--- config.mk ---
export PLATFORM = sky130hd
export DESIGN_NAME = counter_burst_sched
export DESIGN_NICKNAME = d
export VERILOG_FILES = /design/src/rtl/counter_burst_sched.sv
export SDC_FILE = /design/constraint.sdc
export NUM_CORES = 1
export LEC_CHECK = 0
export CAP_MARGIN = 20
export CORE_MARGIN = 3
export CORE_UTILIZATION = 47
export CTS_BUF_LIST = sky130_fd_sc_hd__clkbuf_4 sky130_fd_sc_hd__clkbuf_8
export DETAILED_ROUTE_END_ITERATION = 7
export PLACE_DENSITY = 0.86
export SETUP_SLACK_MARGIN = 0.05
export SLEW_MARGIN = 10
export SYNTH_ARGS = -nofsm -noshare
export SYNTH_HDL_FRONTEND = slang
export SYNTH_SLANG_ARGS = --single-unit
--- constraint.sdc ---
create_clock -name clk -period 3.13 [get_ports clk]
set_input_delay 0.313 -clock clk [delete_from_list [all_inputs] [get_ports clk]]
set_output_delay 0.313 -clock clk [all_outputs]
set_load 0.1 [all_outputs]
--- src/rtl/counter_burst_sched.sv ---
// counter_burst_sched: shares one enable-gated counter among NREQ requesters; COUNTER_SCHED_RR_EN selects round-robin, otherwise fixed priority
module counter_burst_sched #(
  parameter int NREQ = 4,
  parameter int IDXW = 3
) (
  input  logic              clk,
  input  logic              rst,
  input  logic [NREQ-1:0]   req,
  input  logic [4*NREQ-1:0] req_len,
  output logic [NREQ-1:0]   grant,
  output logic [IDXW-1:0]   owner,
  output logic              cnt_rst,
  output logic              cnt_enable,
  output logic              done,
  output logic              aborted,
  output logic              busy
);
  localparam int NX = 2**IDXW;
  typedef enum logic [1:0] {IDLE, CLEAR, RUN, DONE} state_t;
  state_t state, state_nx;
  logic [NX-1:0] req_x;
  logic [4*NX-1:0] len_x;
  logic [IDXW-1:0] own_r, win;
  logic [3:0] wlen;
  logic [4:0] rem;
  logic ab_r, rst_q;
  assign req_x = NX'(req);
  assign len_x = (4*NX)'(req_len);
  assign wlen = len_x[{win, 2'b00} +: 4];
`ifdef COUNTER_SCHED_RR_EN
  logic [IDXW-1:0] ptr, cand;
  always_comb begin
    win = '0;
    cand = '0;
    for (int i = NREQ-1; i >= 0; i--) begin
      cand = IDXW'((int'(ptr) + i) % NREQ);
      if (req_x[cand]) win = cand;
    end
  end
  always_ff @(posedge clk) ptr <= rst ? '0 : (state == IDLE && |req) ? IDXW'((int'(win) + 1) % NREQ) : ptr;
`else
  always_comb begin
    win = '0;
    for (int i = NREQ-1; i >= 0; i--) if (req_x[IDXW'(i)]) win = IDXW'(i);
  end
`endif
  always_ff @(posedge clk) state <= rst ? IDLE : state_nx;
  always_comb begin
    state_nx = (state == IDLE)  ? (|req ? CLEAR : IDLE) :
               (state == CLEAR) ? RUN :
               (state == RUN)   ? ((!req_x[own_r] || rem == 5'd1) ? DONE : RUN) :
                                  IDLE;
  end
  always_ff @(posedge clk) begin
    rst_q <= rst;
    if (rst) begin
      own_r <= '0;
      rem <= '0;
      ab_r <= 1'b0;
    end else if (state == IDLE) begin
      own_r <= win;
      rem <= {wlen == 4'd0, wlen};
      ab_r <= 1'b0;
    end else if (state == RUN) begin
      rem <= rem - 5'd1;
      ab_r <= !req_x[own_r];
    end
  end
  assign busy = state != IDLE;
  assign grant = busy ? (NREQ'(1) << own_r) : '0;
  assign owner = busy ? own_r : '0;
  assign cnt_rst = rst | rst_q | (state == CLEAR);
  assign cnt_enable = state == RUN;
  assign done = state == DONE;
  assign aborted = done & ab_r;
endmodule
# Word-level counts from Yosys, hierarchy flattened
# Cells that the tools add are included.
[totals]
inputBits = 22
reg_bits = 12
output_inout_bits = 12
word_cells = 39
[classes]
n_shift = 2
n_eq_ne = 4
bitwise = 3
n_lt_le_gt_ge = 1
mux = 15
reduce_logical = 8
n_addsub = 1
[ops]
columns = ["cell", "n"]
rows = [
  ["$shiftx 32x6->4", 1],
  ["$mux 3", 4],
  ["$mux 5", 2],
  ["$mux 2", 4],
  ["$eq 5x1->1 const B", 1],
  ["$sub 5x1->5 const B", 1],
  ["$eq 2x2->1 const B", 2],
  ["$logic_not 4->1", 1],
  ["$lt 3x4->1 const B", 1],
  ["$mux 4", 1],
  ["$reduce_bool 2->1", 2],
  ["$reduce_or 4->1", 1],
  ["$shl 1x3->4 const A", 1],
  ["$bmux 1 s3", 1],
  ["$mux 1", 3],
  ["$eq 2x1->1 const B", 1],
  ["$logic_not 2->1", 1],
  ["$or 1x1->1", 2],
  ["$reduce_or 2->1", 1],
  ["$and 1x1->1", 1],
  ["$logic_not 1->1", 1],
  ["$logic_or 1x1->1", 1],
]

# Longest topological paths before layout
[depth]
depth_word = 8
ltp_mapped = 7
ltp_nobuf = 6

# Worst setup path before layout
# OpenSTA, ideal clock, no wires.
[synth_timing]
kind = "register to output"
from = "register state[0]"
to = "output port grant[2]"
path_slack_ns = -0.710
arrival_ns = 3.527
path_stages_with_launch = 5
cell_sequence = "dfxtp_1 inv_1 ha_1 nor2b_1 nor2b_1"
[synth_between]
elab_chain_cells = 2
[synth_lines]
columns = ["item", "line_no", "text"]
rows = [
  ["start: declaration", "20", "state_t state, state_nx;"],
  ["start signal: assignment", "47", "always_ff @(posedge clk) state <= rst ? IDLE : state_nx;"],
  ["$reduce_bool 2->1", "69", "assign busy = state != IDLE;"],
  ["$mux 4", "70", "assign grant = busy ? (NREQ'(1) << own_r) : '0;"],
  ["end: declaration", "10", "output logic [NREQ-1:0] grant,"],
]
# Every way passes these cells.

# Final worst setup path
[layout_timing]
from = "register state[0]"
to = "output port grant[3]"
# The elaborated chain is that of the path after synthesis.

==> results_dict.tcl <==
set metrics [dict create \
    syn2layout_area_growth_pct 39.1 \
    hold_viol_final 0 \
    slowest_delay_ns 0.54 \
    hold_class "reg2reg" \
    post_synth_instance_area_um2 835 \
    final.setup.worst_slack_ns 0.781 \
    fmax_mhz 426 \
    synth_sequential_area_ratio_pct 26.4 \
    chipHeight_um 48.1 \
    run_status "completed" \
    clock_tree_from_tritoncts "done" \
    drc_errors 0 \
    synthCells 103 \
    root_buffer "sky130_fd_sc_hd__clkbuf_4" \
    timing.setup.critical_path_class "reg2out" \
    grt_max_degree 17 \
    maxCapViolations 0 \
    crit_path_frequent_cell "sky130_fd_sc_hd__inv_1" \
    crit_slowest_cell "sky130_fd_sc_hd__ha_1" \
    synth_warnings 0 \
    die-area_um2 2320 \
    setup_viol_count_final 0 \
    grt_pass1_vias 704 \
    grt_antenna_before_repair 0 \
    grt_setup_unrepaired "no" \
    route.final.wire_length_um 2040 \
    syn-num-nets 131 \
    timing.critical_path.fanout_max 16 \
    synth_largest_area_cell "sky130_fd_sc_hd__dfxtp_1" \
    synthesis.area_per_instance_um2 8.10 \
    antenna_left 0 \
    gp_congestion 0.872 \
    clkSinkCount 11 \
    cellPowerDensity_nw_per_um2 405 \
    synth-edff-count 0 \
    clock_tree.htree_level_count 1 \
    vias 839 \
    clock_insertion_delay_worst_skew_ns 0.27 \
    dr.pass1.iters 4 \
    drive_gt1_share_pct 18.2 \
    final_min_period_over_clock_period_pct 75.1 \
    static-leakage-power_nw 0.497 \
    cts_resized 0 \
    start_util_pct 52.4 \
    grt_remaining_overflow 0 \
    place_hpwl_um 1650 \
    flop_and_latch_count_out_of_synthesis 11 \
    grt_usage_pct 19.3 \
    worst_slew_margin_rel_pct 59.9 \
    die_x_um 48.1 \
    vdd_ir_drop_max_uv 206 \
    rows 14 \
    setup.worst_path.end_class "output port" \
    cp.buffers_inverters 4 \
    vias_per_cell 5.38 \
    grt_first_pass_wirelength_um 3130 \
    synth_area_leaders "sky130_fd_sc_hd__dfxtp_1, sky130_fd_sc_hd__ha_1, sky130_fd_sc_hd__inv_1" \
    max-clock-path-buffers 2 \
    ys_async_sr_fraction_pct 0 \
    nNetsFinal 161 \
    crit_family "buffers and inverters" \
    skew_ns 0.00417 \
    io_pins 34 \
    placement.setup.worst_slack_ns 1.02 \
    worst-slew-pin-transition_ns 0.602 \
    insertedDiodeCount 0 \
    detail_route.iter0.violations 20 \
    port_buffer_count 32 \
    worstPathCellList "inv_1 > ha_1 > inv_1 > nand2_1 > inv_1 > and2_2 > buf_4" \
    synth-main-ff-cell "sky130_fd_sc_hd__dfxtp_1" \
    drt-wirelength-per-cell_um 13.1 \
    cp.arrival_ns 2.04 \
    synth_top_area_share_pct 26.4 \
    worst_setup_hold_path_clk_slew_ns 0.07 \
    netlist-cell-type-count 35 \
    period_minus_slack_ns 2.35 \
    timing.final.max_slew_violations 0 \
    fin_setup_tns_ns 0 \
    cts_inserted_buffers 3 \
    timing.critical_path.required_ns 2.82 \
    setup.worst_path.start_class "flip-flop" \
    core_area_um2 1590 \
    post_cts.repair.setup_buffers 0 \
    cts.hold.buffers_added 0 \
]
-- per-stage QoR --
stage,instances,util [%],cell area (µm²),hold slack [ns],power (mW)
after detailed placement,152,71.0,1130,0.571,0.366
final,156,72.8,1160,0.577,0.471
after floorplan,103,-,851,0.341,0.312
after global routing,156,72.8,1160,0.599,0.493
after CTS,156,72.8,1160,0.580,0.471
after global placement,152,71.0,1130,0.560,0.362
-- kinds of logic (layout without fill, tap and decap cells) --
family / after synthesis / in the layout / synth area share (%)
simple gates: 34 / 34 / 21.9
flops: 11 / 11 / 26.4
other cells: 1 / 1 / 0.449
fa+ha+maj: 6 / 6 / 9.00
compound gates: 26 / 26 / 24.4
buf+inv: 20 / 49 / 10.9
mux: 1 / 1 / 2.70
xor+xnor: 4 / 4 / 4.20
-- metal layers --
layer  GRT usage [%]  part of all wire (%)
met1            28.2                    47
met2            26.8                    45
met3            5.90                   6.8
met4            5.91                   1.8
met5               0                     0
-- power breakdown --
| part | leakage (nW) | total, mW | switching [mW] | internal (mW) |
|---|---|---|---|---|
| Clock | 0.0184 | 0.107 | 0.0488 | 0.0580 |
| Combinational | 0.388 | 0.197 | 0.126 | 0.0710 |
| Sequential | 0.0908 | 0.166 | 0.0141 | 0.152 |
| Total | 0.497 | 0.471 | 0.189 | 0.281 |
-- Yosys cell counts, drive strengths merged, types with 2 or more instances --
cell    instances
a211oi          4
a21oi           3
a221oi          2
a311oi          2
a31oi           5
and2            3
buf             6
dfxtp          11
ha              6
inv            13
nand2           3
nand3b          2
nor2           11
nor2b           3
nor3            4
nor3b           3
o21bai          2
o22ai           2
or3             2
xnor2           2
xor2            2
-- placed cells by master, fill, tap and decap left out, types with 3 or more instances in the layout --
master,synthesis,layout
sky130_fd_sc_hd__buf_4,1,11
sky130_fd_sc_hd__clkdlybuf4s50_1,0,21
sky130_fd_sc_hd__ha_1,6,6
sky130_fd_sc_hd__a211oi_1,4,4
sky130_fd_sc_hd__dfxtp_1,11,11
sky130_fd_sc_hd__a31oi_1,5,5
sky130_fd_sc_hd__nand2_1,3,3
sky130_fd_sc_hd__a21oi_1,3,3
sky130_fd_sc_hd__nor2_1,11,11
sky130_fd_sc_hd__inv_1,13,13
sky130_fd_sc_hd__clkbuf_4,0,4
sky130_fd_sc_hd__nor3_1,4,3
-- worst register-to-register path, cell delays in order (launching register included) --
cell,delay (ns)
sky130_fd_sc_hd__dfxtp_1,0.33
sky130_fd_sc_hd__inv_1,0.08
sky130_fd_sc_hd__ha_1,0.54
sky130_fd_sc_hd__inv_1,0.22
sky130_fd_sc_hd__or3_1,0.42
sky130_fd_sc_hd__a21oi_1,0.14
-- registers in the layout, indices dropped and copies added, names as in the netlist --
signal / cells
rem: 5
own_r: 2
state: 2
rst_q: 1
ab_r: 1
-- final timing paths --
path / slack (ns) / endpoint / from / depth (start not counted)
max: 0.78 / grant[3] / state[0] / 7
max reg2reg: 1.32 / own_r[0] / state[0] / 5
min: 0.58 / ab_r / ab_r / 2
min reg2reg: 0.58 / ab_r / ab_r / 2
-- cell type report --
class	instances	area, µm²
multi-input cells	72	539
flip-flops and latches	11	220
fillers	113	433
well taps	24	30.0
clock buffers	4	30.0
repair buffers	32	293
inverters	13	48.8
(Power assumes the default switching activity.)
==> RTL change: new RTL, same settings <==
The option `COUNTER_SCHED_RR_EN` is turned on by a define.
--- a/src/rtl/counter_burst_sched.sv
+++ b/src/rtl/counter_burst_sched.sv
@@ -1,2 +1,4 @@
 // counter_burst_sched: shares one enable-gated counter among NREQ requesters; COUNTER_SCHED_RR_EN selects round-robin, otherwise fixed priority
+`define COUNTER_SCHED_RR_EN
+
 module counter_burst_sched #(
Check against the original RTL: not equivalent (a bounded check fails within 10 cycles, from zero or initial values and one cycle with rst high).
==> RTL change against the unedited design <==
  * Final area increased by 8.4%
  * Die area increased by 9.0%
  * Cell count increased by 3.2%
  * Sequential power increased by 27%
  * Count of clock-buffer cells in the layout unchanged
  * Combinational power increased by 50%
  * Total power increased by 32%
  * Setup slack got worse by 0.072 ns
  * Routed wire length decreased by 5.1%
  * Area after synthesis increased by 10%
  * Sequential cell count increased by 2
==> RTL change: results <==
metrics = {
    "final_layout": {
        "fill_cells": 150,
        "nets": 165,
        "largest_reg_flops": 5,
        "drive_gt1_frac": 0.176,
        "num_antenna_cells": 0,
        "regMostFlops": "rem",
    },
    "drt": {
        "vias": 846,
        "post_drt_wl_per_cell_um": 12.0,
        "drt_first_pass_iters": 3,
        "drtIter0Drc": 6,
    },
    "logic_synthesis": {
        "synthTopCellsByArea": "dfxtp_1 28%, mux2i_1 12%, ha_1 8.2%",
        "synthTopCellsByCount": "13 x dfxtp_1, 11 x mux2i_1, 11 x nor2_1, 8 x a21oi_1, 8 x inv_1",
        "ys_seq_area_frac": 0.283,
        "synth_compound_area_frac": 0.198,
        "yosys-mux-area-fraction": 0.148,
        "synthAdderAreaFrac": 0.0815,
        "synth_cell_types": 37,
        "synth_xor_area_frac": 0.0476,
        "syn-num-nets": 132,
    },
    "global_routing": {
        "grt_pass1_vias": 792,
        "use_met3": 0.0208,
        "grt_pass1_wl_mm": 3.36,
        "grt_max_degree": 16,
        "globalRouteMet2Util": 0.298,
        "use_met1": 0.205,
        "grtUsageTotal": 0.165,
    },
    "hold_path": {
        "hold_path_end": "ab_r",
        "whs_path_depth": 2,
    },
    "power_and_ir_drop": {
        "peakVddDrop_mv": 0.257,
        "p_leak_nw": 0.526,
    },
    "placement": {
        "globalplace.congestion": 0.750,
        "dp_slack_ns": 0.596,
        "post-dp-hpwl_mm": 1.56,
        "portBuffers": 32,
    },
    "setup_path": {
        "r2r_slack_ns": 1.03,
        "path_max_fanout": 15,
        "reg2regPathDepth": 7,
        "rr_startpoint": "state[0]",
        "crit-reg2reg-capture": "rem[4]",
        "critPathArrivalTime_ns": 2.11,
    },
    "clock_tree": {
        "cts_buffers": 3,
    },
    "sta": {
        "fmax_mhz": 413,
        "fin_skew_ns": 0.00472,
        "timing.slew.headroom": 0.549,
    },
    "outcome": {
        "status": "finished, final reports clean",
    },
}
==> RTL change: how the worst max path moves through the flow <==
| stage | from | cells past startpoint | endpoint |
|---|---|---|---|
| final | state[0] | 6 | grant[2] |
| after global routing | state[1] | 6 | owner[1] |
| after CTS | state[0] | 6 | grant[2] |
| after detailed placement | req[3] | 8 | rem[4] |
| after global placement | req[3] | 8 | rem[4] |
| after floorplan | state[0] | 5 | grant[2] |
==> RTL change: power by group <==
group	switching [mW]	internal [mW]
logic	0.179	0.116
registers	0.0231	0.188
clock network	0.0559	0.0581
==> RTL change: kinds of logic after synthesis <==
group	Yosys count
simple gates	30
other cells	1
buf+inv	14
fa+ha+maj	6
flops	13
xor+xnor	5
mux	12
compound gates	23
==> RTL change: critical path, cell delays in order, from the launching register on <==
cell	delay [ns]
dfxtp_1	0.33
inv_1	0.08
ha_1	0.53
clkinv_1	0.39
nand2_1	0.21
nor2_1	0.05
buf_4	0.23
==> RTL change: cell type report <==
cell class / instances / area [µm²] / area share
inverters: 10 / 37.5 / 0.0298
flip-flops and latches: 13 / 260 / 0.207
repair buffers: 32 / 293 / 0.233
well taps: 25 / 31.3 / 0.0249
clock buffers: 4 / 30.0 / 0.0239
multi-input cells: 77 / 607 / 0.482
==> RTL change: per-stage QoR <==
| step | instances | utilization | instance area (µm²) | power (mW) | hold WS, ns |
|---|---|---|---|---|---|
| finish | 161 | 0.706 | 1260 | 0.620 | 0.498 |
| global route | 161 | 0.706 | 1260 | 0.659 | 0.530 |
| CTS | 161 | 0.706 | 1260 | 0.623 | 0.503 |
| detailed placement | 157 | 0.689 | 1230 | 0.510 | 0.492 |
| global placement | 157 | 0.689 | 1230 | 0.506 | 0.487 |
| floorplan | 104 | - | 933 | 0.441 | 0.341 |
==> RTL change: layer usage <==
metal  wire (µm)  part of all wire
met1         885              0.46
met2         925              0.48
met3         112             0.058
met4          14            0.0072
met5           0                 0
